`config.mk`:
```
export PLATFORM = sky130hd
export DESIGN_NAME = iir_biquad_sequencer
export DESIGN_NICKNAME = d
export VERILOG_FILES = /design/src/rtl/iir_biquad_sequencer_pkg.sv /design/src/rtl/iir_shared_mult.sv /design/src/rtl/iir_biquad_sequencer.sv
export SDC_FILE = /design/constraint.sdc
export NUM_CORES = 2
export LEC_CHECK = 0
export ABC_CLOCK_PERIOD_IN_PS = 29100
export CAP_MARGIN = 20
export CORE_MARGIN = 2
export CORE_UTILIZATION = 52
export CTS_CLUSTER_DIAMETER = 40
export DETAILED_ROUTE_END_ITERATION = 10
export PLACE_DENSITY_LB_ADDON = 0.25
export SYNTH_ARGS = -nofsm -noshare
export SYNTH_HDL_FRONTEND = slang
export SYNTH_SLANG_ARGS = --single-unit
```
`constraint.sdc`:
```
create_clock -name clk -period 29.1 [get_ports clk]
set_input_delay 5.82 -clock clk [delete_from_list [all_inputs] [get_ports clk]]
set_output_delay 5.82 -clock clk [all_outputs]
set_load 0.01 [all_outputs]
```
`src/rtl/iir_biquad_sequencer_pkg.sv`:
```
`default_nettype none
// ============================================================================
// Module   : iir_biquad_sequencer_pkg
// Brief    : Shared FSM states, coefficient-bank layout and sizing helpers
//            for the time-multiplexed biquad sequencer.
// Revision : 1.0 - initial release
// ============================================================================
package iir_biquad_sequencer_pkg;

    typedef logic [2:0] state_t;

    localparam state_t S_IDLE   = 3'd0;
    localparam state_t S_COMMIT = 3'd1;
    localparam state_t S_MAC    = 3'd2;
    localparam state_t S_ACC    = 3'd3;
    localparam state_t S_GAIN   = 3'd4;
    localparam state_t S_OUT    = 3'd5;

    // Accumulator carries three guard bits over the full product width
    function automatic int calc_acc_width(input int dw, input int cw);
        return dw + cw + 3;
    endfunction

    localparam int C_ACC_WIDTH  = calc_acc_width(32, 32);
    localparam int C_UNITY_GAIN = 65536;

    // Coefficient bank slot layout
    localparam int C_NUM_COEFF = 6;
    localparam int C_B0        = 0;
    localparam int C_B1        = 1;
    localparam int C_B2        = 2;
    localparam int C_A1        = 3;
    localparam int C_A2        = 4;
    localparam int C_GAIN      = 5;

endpackage
`default_nettype wire

```
`src/rtl/iir_shared_mult.sv`:
```
`default_nettype none
// ============================================================================
// Module   : iir_shared_mult
// Brief    : Signed A x B multiplier with a single output register stage.
// Revision : 1.0 - initial release
// ============================================================================
module iir_shared_mult
    import iir_biquad_sequencer_pkg::*;
#(
    parameter int A_WIDTH = 32,
    parameter int B_WIDTH = 32
) (
    input  logic                              clk,
    input  logic                              rst,
    input  logic signed [A_WIDTH-1:0]         a,
    input  logic signed [B_WIDTH-1:0]         b,
    output logic signed [A_WIDTH+B_WIDTH-1:0] p
);

    localparam int P_WIDTH = A_WIDTH + B_WIDTH;

    always_ff @(posedge clk or negedge rst) begin
        if (!rst) begin
            p <= '0;
        end else begin
            p <= P_WIDTH'(a) * P_WIDTH'(b);
        end
    end

endmodule
`default_nettype wire

```
`src/rtl/iir_biquad_sequencer.sv`:
```
`default_nettype none
// ============================================================================
// Module   : iir_biquad_sequencer
// Brief    : Direct-form-I biquad on one shared multiplier, with a shadow
//            coefficient bank committed between samples. Optional macro
//            IIR_SAT_EN saturates y and y_out instead of wrapping them.
// Revision : 1.0 - initial release
// ============================================================================
module iir_biquad_sequencer
    import iir_biquad_sequencer_pkg::*;
#(
    parameter int IN_DATA_WIDTH  = 16,
    parameter int OUT_DATA_WIDTH = 16,
    parameter int COEFF_WIDTH    = 32,
    parameter int DATA_WIDTH     = 32,
    parameter int LOG_A0         = 30
) (
    input  logic                             clk,
    input  logic                             rst,
    input  logic signed [IN_DATA_WIDTH-1:0]  x_in,
    input  logic                             x_valid,
    output logic                             x_ready,
    input  logic signed [COEFF_WIDTH-1:0]    b0,
    input  logic signed [COEFF_WIDTH-1:0]    b1,
    input  logic signed [COEFF_WIDTH-1:0]    b2,
    input  logic signed [COEFF_WIDTH-1:0]    a1,
    input  logic signed [COEFF_WIDTH-1:0]    a2,
    input  logic signed [COEFF_WIDTH-1:0]    gain,
    input  logic                             coeff_load,
    output logic                             coeff_pending,
    input  logic                             hist_clr,
    output logic signed [OUT_DATA_WIDTH-1:0] y_out,
    output logic                             y_valid,
    output logic                             overrun,
    input  logic                             ovr_clr
);

    localparam int ACC_W   = calc_acc_width(DATA_WIDTH, COEFF_WIDTH);
    localparam int PROD_W  = DATA_WIDTH + COEFF_WIDTH;
    localparam int X_SHIFT = DATA_WIDTH - IN_DATA_WIDTH;

    state_t                          r_state;
    logic [2:0]                      r_step;
    logic                            r_run;
    logic                            r_pending;
    logic                            r_overrun;
    logic signed [COEFF_WIDTH-1:0]   r_shadow [C_NUM_COEFF];
    logic signed [COEFF_WIDTH-1:0]   r_active [C_NUM_COEFF];
    logic signed [COEFF_WIDTH-1:0]   w_coeff_in [C_NUM_COEFF];
    logic signed [DATA_WIDTH-1:0]    r_x, r_x1, r_x2, r_y1, r_y2, r_y;
    logic signed [ACC_W-1:0]         r_acc;
    logic signed [OUT_DATA_WIDTH-1:0] r_y_out;
    logic                            r_y_valid;

    logic                            w_accept;
    logic signed [DATA_WIDTH-1:0]    w_x_sh;
    logic signed [DATA_WIDTH-1:0]    w_mul_a;
    logic signed [COEFF_WIDTH-1:0]   w_mul_b;
    logic signed [PROD_W-1:0]        w_prod;
    logic signed [ACC_W-1:0]         w_prod_ext;
    logic signed [ACC_W-1:0]         w_acc_sh;
    logic signed [PROD_W-1:0]        w_prod_sh;
    logic                            w_y_ovf, w_o_ovf;
    logic signed [DATA_WIDTH-1:0]    w_y_sat, w_y;
    logic signed [OUT_DATA_WIDTH-1:0] w_o_sat, w_out;
    logic                            w_unused_sat;

    assign x_ready       = r_run & (r_state == S_IDLE) & ~r_pending;
    assign coeff_pending = r_pending;
    assign overrun       = r_overrun;
    assign y_out         = r_y_out;
    assign y_valid       = r_y_valid;

    assign w_accept   = x_valid & x_ready;
    assign w_x_sh     = {x_in, {X_SHIFT{1'b0}}};
    assign w_prod_ext = {{(ACC_W-PROD_W){w_prod[PROD_W-1]}}, w_prod};

    always_comb begin
        w_coeff_in[C_B0]   = b0;
        w_coeff_in[C_B1]   = b1;
        w_coeff_in[C_B2]   = b2;
        w_coeff_in[C_A1]   = a1;
        w_coeff_in[C_A2]   = a2;
        w_coeff_in[C_GAIN] = gain;
    end

    // Operand steering: one product per MAC step, then y*gain in GAIN
    always_comb begin
        w_mul_a = '0;
        w_mul_b = '0;
        if (r_state == S_MAC) begin
            case (r_step)
                3'd0: begin w_mul_a = r_x;  w_mul_b = r_active[C_B0]; end
                3'd1: begin w_mul_a = r_x1; w_mul_b = r_active[C_B1]; end
                3'd2: begin w_mul_a = r_x2; w_mul_b = r_active[C_B2]; end
                3'd3: begin w_mul_a = r_y1; w_mul_b = r_active[C_A1]; end
                3'd4: begin w_mul_a = r_y2; w_mul_b = r_active[C_A2]; end
                default: begin w_mul_a = '0; w_mul_b = '0; end
            endcase
        end else if (r_state == S_GAIN) begin
            w_mul_a = r_y;
            w_mul_b = r_active[C_GAIN];
        end
    end

    iir_shared_mult #(
        .A_WIDTH (DATA_WIDTH),
        .B_WIDTH (COEFF_WIDTH)
    ) u_mult (
        .clk (clk),
        .rst (rst),
        .a   (w_mul_a),
        .b   (w_mul_b),
        .p   (w_prod)
    );

    // Range reduction of the filter state and the gained output
    assign w_acc_sh  = r_acc >>> LOG_A0;
    assign w_y_ovf   = ~((&w_acc_sh[ACC_W-1:DATA_WIDTH-1]) | ~(|w_acc_sh[ACC_W-1:DATA_WIDTH-1]));
    assign w_y_sat   = w_acc_sh[ACC_W-1] ? {1'b1, {(DATA_WIDTH-1){1'b0}}}
                                         : {1'b0, {(DATA_WIDTH-1){1'b1}}};
    assign w_prod_sh = w_prod >>> DATA_WIDTH;
    assign w_o_ovf   = ~((&w_prod_sh[PROD_W-1:OUT_DATA_WIDTH-1]) | ~(|w_prod_sh[PROD_W-1:OUT_DATA_WIDTH-1]));
    assign w_o_sat   = w_prod_sh[PROD_W-1] ? {1'b1, {(OUT_DATA_WIDTH-1){1'b0}}}
                                           : {1'b0, {(OUT_DATA_WIDTH-1){1'b1}}};

`ifdef IIR_SAT_EN
    assign w_y   = w_y_ovf ? w_y_sat : w_acc_sh[DATA_WIDTH-1:0];
    assign w_out = w_o_ovf ? w_o_sat : w_prod_sh[OUT_DATA_WIDTH-1:0];
`else
    assign w_y   = w_acc_sh[DATA_WIDTH-1:0];
    assign w_out = w_prod_sh[OUT_DATA_WIDTH-1:0];
`endif
    assign w_unused_sat = ^{w_y_ovf, w_y_sat, w_o_ovf, w_o_sat};

    // Sequencer: MAC runs six steps, the sixth only drains the last product
    always_ff @(posedge clk or negedge rst) begin
        if (!rst) begin
            r_state <= S_IDLE;
            r_step  <= '0;
            r_run   <= 1'b0;
        end else begin
            r_run <= 1'b1;
            case (r_state)
                S_IDLE: begin
                    r_step <= '0;
                    if (w_accept) begin
                        r_state <= S_MAC;
                    end else if (r_pending) begin
                        r_state <= S_COMMIT;
                    end
                end
                S_COMMIT: r_state <= S_IDLE;
                S_MAC: begin
                    r_step <= r_step + 3'd1;
                    if (r_step == 3'd5) begin
                        r_state <= S_ACC;
                    end
                end
                S_ACC:   r_state <= S_GAIN;
                S_GAIN:  r_state <= S_OUT;
                S_OUT:   r_state <= S_IDLE;
                default: r_state <= S_IDLE;
            endcase
        end
    end

    always_ff @(posedge clk or negedge rst) begin
        if (!rst) begin
            r_x   <= '0;
            r_x1  <= '0;
            r_x2  <= '0;
            r_y1  <= '0;
            r_y2  <= '0;
            r_y   <= '0;
            r_acc <= '0;
        end else begin
            if (w_accept) begin
                r_x   <= w_x_sh;
                r_acc <= '0;
            end
            if (r_state == S_MAC && r_step != 3'd0) begin
                if (r_step >= 3'd4) begin
                    r_acc <= r_acc - w_prod_ext;
                end else begin
                    r_acc <= r_acc + w_prod_ext;
                end
            end
            // A clear on the accepting edge lands before MAC reads history
            if (r_state == S_IDLE && hist_clr) begin
                r_x1 <= '0;
                r_x2 <= '0;
                r_y1 <= '0;
                r_y2 <= '0;
            end else if (r_state == S_ACC) begin
                r_x2 <= r_x1;
                r_x1 <= r_x;
                r_y2 <= r_y1;
                r_y1 <= w_y;
                r_y  <= w_y;
            end
        end
    end

    always_ff @(posedge clk or negedge rst) begin
        if (!rst) begin
            r_y_out   <= '0;
            r_y_valid <= 1'b0;
        end else begin
            r_y_valid <= (r_state == S_OUT);
            if (r_state == S_OUT) begin
                r_y_out <= w_out;
            end
        end
    end

    // Active bank only changes in COMMIT, so an in-flight sample never sees it move
    always_ff @(posedge clk or negedge rst) begin
        if (!rst) begin
            r_pending <= 1'b0;
            for (int i = 0; i < C_NUM_COEFF; i++) begin
                r_shadow[i] <= '0;
                r_active[i] <= '0;
            end
        end else begin
            if (coeff_load) begin
                r_pending <= 1'b1;
            end else if (r_state == S_COMMIT) begin
                r_pending <= 1'b0;
            end
            for (int i = 0; i < C_NUM_COEFF; i++) begin
                if (coeff_load) begin
                    r_shadow[i] <= w_coeff_in[i];
                end
                if (r_state == S_COMMIT) begin
                    r_active[i] <= r_shadow[i];
                end
            end
        end
    end

    always_ff @(posedge clk or negedge rst) begin
        if (!rst) begin
            r_overrun <= 1'b0;
        end else if (x_valid & ~x_ready) begin
            r_overrun <= 1'b1;
        end else if (ovr_clr) begin
            r_overrun <= 1'b0;
        end
    end

endmodule
`default_nettype wire

```
==> summary.txt <==
Synth
  • Synth area leader: fa_1
  • Synthesized cell area: between 60000 and 70000 um2
  • Warnings, synthesis: 0
  • Synth cell types: between 80 and 90
  • Proportion of synthesized flip-flops having asynchronous set or reset: between 90% and 100%
  • Synth Area in Simple Gates: a little over a tenth
  • Top post-synthesis cells by area: fa_1 (32%), dfrtp_1 (26%), mux2_2 (6.9%)
  • Number of enable flip-flop cells after synthesis: 0
  • Synthesized flop and latch total: ~680
  • Post-Syn Instances: about 6500
  • Largest family of logic cells by synthesized area: adder cells
  • Share of the synthesized area in the top cell type: 32.5%
  • Mapped Avg Cell Area: approximately 10 um2
  • Primary FF master, synth: dfrtp_1
  • Mapped Nets: just over 8000
  • Synth Area in XOR/XNOR: ~2.6%
  • Share of synthesized area spent on multiplexers: under 10%
  • Synth Area in Compound Gates: 8.79%
  • Register area share after synthesis: between 20% and 30%
  • Adder-Cell Fraction of Synth Area: ~37%

Setup path
  • CP max FO: 74
  • CP Launch Type: flip-flop
  • R2R Setup Slk: 16690 ps
  • Slowest CP cell: buf_4
  • R2R Path Start: r_step[2]
  • Critical Path Source: r_step[2]
  • CP Data Required Time: around 30000 ps
  • Worst r2r dst: u_mult.p[61]
  • CP most frequent cell: fa_1
  • Path type of the worst setup path: reg -> reg
  • Arrival time worst endpoint: 13000 ps
  • Crit path capture: u_mult.p[61]
  • Slowest stage delay, CP: approximately 740 ps
  • Nature of the critical path endpoint: flip-flop
  • R2R depth: 28

Pwr
  • Clk pwr share: between 10% and 20%
  • PwrDens: around 94 nW/um2
  • Sequential Power Share: 21.5%
  • Sw Pwr: ~3300 uW
  • Internal power: approximately 3500 uW
  • Lkg Pwr: between 0.03 and 0.04 uW
  • Worst vdd ir: between 100 and 150 uV
  • Combinational share of power: 62.9%
  • Switching part of the total: 48.8%

Finish
  • Register area: between 15000 and 20000 um2
  • Multi-input gate area: ~44000 um2
  • # nets final: 8164
  • Area Overhead vs Synth: 11.2%
  • Fillers: 10600
  • Layout cell share with drive strength beyond 1: between 10 and 15%
  • Final Cell Area: between 70000 and 80000 um2

Global route
  • Number of global-route vias before repair: 51300
  • Largest net degree at the start of global routing: ~120
  • Initial antenna violation count: 11
  • Total routing usage reported by global routing: between 30% and 40%
  • GR Overflow Total: 0
  • First-pass GRT wire length: 311000 um

Placed design
  • DP Area: 69800 um2
  • Final Wtd Congestion: 0.970
  • Place WS: 16810 ps
  • HPWL after detailed placement: around 160000 um
  • Port-buffer cells: ~230

Detailed routing
  • DR pass1 iterations: 6
  • Drt drc: 0
  • Wire per inst: between 20 and 25 um
  • Routed Antenna Nets: 0
  • Initial detailed-routing violation count: around 4400
  • Via count: around 49000
  • Via density: around 5.8
  • Final wirelength: about 200000 um

Timing
  • RSZ-0062 raised after global routing: no
  • Max Clock Skew: between 40 and 50 ps
  • Tmin final: between 10000 and 15000 ps
  • Worst Tran Pin Value: about 1200 ps
  • Setup TNS: 0 ps
  • Setup ws final: 16690 ps
  • Fmax achieved: ~81 MHz
  • Final Cycle Share: between 40% and 50%
  • Final Max Slew Viols: 0
  • Setup violations, final: 0
  • Final hold violation count: 0
  • Slew HR: about a fifth

CTS
  • Worst-path clk slew: around 60 ps
  • TritonCTS buffer count: 80
  • Worst skew pair latency: slightly below 700 ps
  • CTS HTree Levels: 3
  • CTS tree: yes
  • Clock buffer depth: 3
  • Post-CTS Setup Inserts: 0
  • CTS Hold Bufs: 0
  • Post_cts resized: 0
  • Clk root buf: clkbuf_16
  • Clock sink total: between 600 and 700

Die
  • Die X: about 360 um
  • Die area: 129000 um2
  • DIE HEIGHT: about 360 um
  • # IOs: between 200 and 250
  • Initial core utilization: a little over half
  • Site Rows: 130
  • Core Box Area: approximately 130000 um2

Run status
  • Status: complete, no violations

Hold path
  • HP Class: reg -> reg

Run
  • Max Cap Viol: 0
[per-stage QoR]
stage	hold slack [ps]	instances	utilization, %	power (uW)
5_1_grt	492	8363	58.2	7260
2_1_floorplan	446	6528	-	4370
3_5_place_dp	463	8200	55.7	5670
4_1_cts	478	8348	58.0	6770
3_3_place_gp	460	8197	55.7	5620
6_report	476	8364	58.2	6820
[synthesized netlist by cell type (70+ instances only)]
master    count
a21oi_1     207
inv_1      1007
nand2_1     923
fa_1       1063
ha_1        248
a22o_1       76
clkbuf_1    320
nor2_1      575
a21o_1       70
mux2_2      400
o21ai_1      96
o21ai_0      95
xnor2_1     144
dfrtp_1     678
a22oi_1     106
[registers in the layout, indices dropped and copies added (netlist names), 16 cells and up]
name	count
r_acc	62
r_active	192
r_shadow	192
r_x	16
r_x1	16
r_x2	16
r_y	32
r_y1	32
r_y2	32
u_mult.p	62
y_out	16
[per-layer routing]
layer | up-vias | wire length, um | track usage, %
li1 | 20800 | - | -
met1 | 25000 | 77400 | 40.5
met2 | 2215 | 96300 | 52.6
met3 | 556 | 17400 | 6.65
met4 | 8 | 11000 | 14.3
met5 | - | 46 | 0
[critical path, delay by kind of cell (launching register included)]
kind / cells / cell delay [ps]
AOI/OAI and AO/OA: 12 / 4330
adders and majority gates: 9 / 4380
buffers and inverters: 4 / 1800
xor gates and xnor gates: 1 / 160
DFF: 1 / 720
and+or+nand+nor: 2 / 800
[worst min path at each step]
| stage | start | end | cells past startpoint | slack, ps |
|---|---|---|---|---|
| 5_1_grt | r_y[1] | r_y[1] | 2 | 490 |
| 3_5_place_dp | r_y[4] | r_y[4] | 2 | 460 |
| 3_3_place_gp | r_y[3] | r_y[3] | 2 | 460 |
| 6_report | r_y[5] | r_y[5] | 2 | 480 |
| 2_1_floorplan | r_y[10] | r_y[10] | 2 | 450 |
| 4_1_cts | r_y[1] | r_y[1] | 2 | 480 |
[power by group through the flow]
stage	logic [uW]	registers (uW)	clock network, uW
after floorplan	3000	1380	0
after global placement	4160	1460	0
after detailed placement	4200	1470	0
after CTS	4230	1460	1080
after global routing	4640	1490	1130
final	4280	1460	1070
[final cells by class]
cell class | instances | share of cell area [%]
Clock inverter | 47 | 0.926
Clock buffer | 101 | 3.01
Antenna cell | 9 | 0.0309
Multi-Input combinational cell | 4488 | 59.8
Sequential cell | 678 | 23.3
Inverter | 1011 | 5.21
Timing Repair Buffer | 380 | 4.91
Tap cell | 1650 | 2.83
[kinds of logic after synthesis]
| logic type | Yosys count |
|---|---|
| adders and majority gates | 1311 |
| AOI/OAI and AO/OA | 857 |
| buffers and inverters | 1362 |
| and+or+nand+nor | 1726 |
| muxes | 402 |
| DFF | 678 |
| other | 1 |
| xor gates and xnor gates | 191 |
[cells in the final DEF (no fill, tap or decap), types with 23 or more instances in the layout]
cell type | Yosys | routed
o21bai_1 | 26 | 26
xnor2_1 | 144 | 144
nand3_1 | 42 | 42
and2_1 | 35 | 33
nand2_1 | 923 | 922
inv_1 | 1007 | 1007
a22o_1 | 76 | 73
ha_1 | 248 | 246
clkbuf_16 | 0 | 81
a222oi_1 | 48 | 48
a21o_1 | 70 | 69
xor2_1 | 47 | 47
nand4_1 | 23 | 23
dfrtp_1 | 678 | 677
o21ai_1 | 96 | 92
buf_4 | 0 | 138
mux2_2 | 400 | 400
nor2_1 | 575 | 572
a22oi_1 | 106 | 94
o21a_1 | 27 | 27
a21oi_1 | 207 | 205
clkdlybuf4s50_1 | 0 | 231
fa_1 | 1063 | 1063
o21ai_0 | 95 | 95
Note: power is estimated with default switching activity, not from simulation.
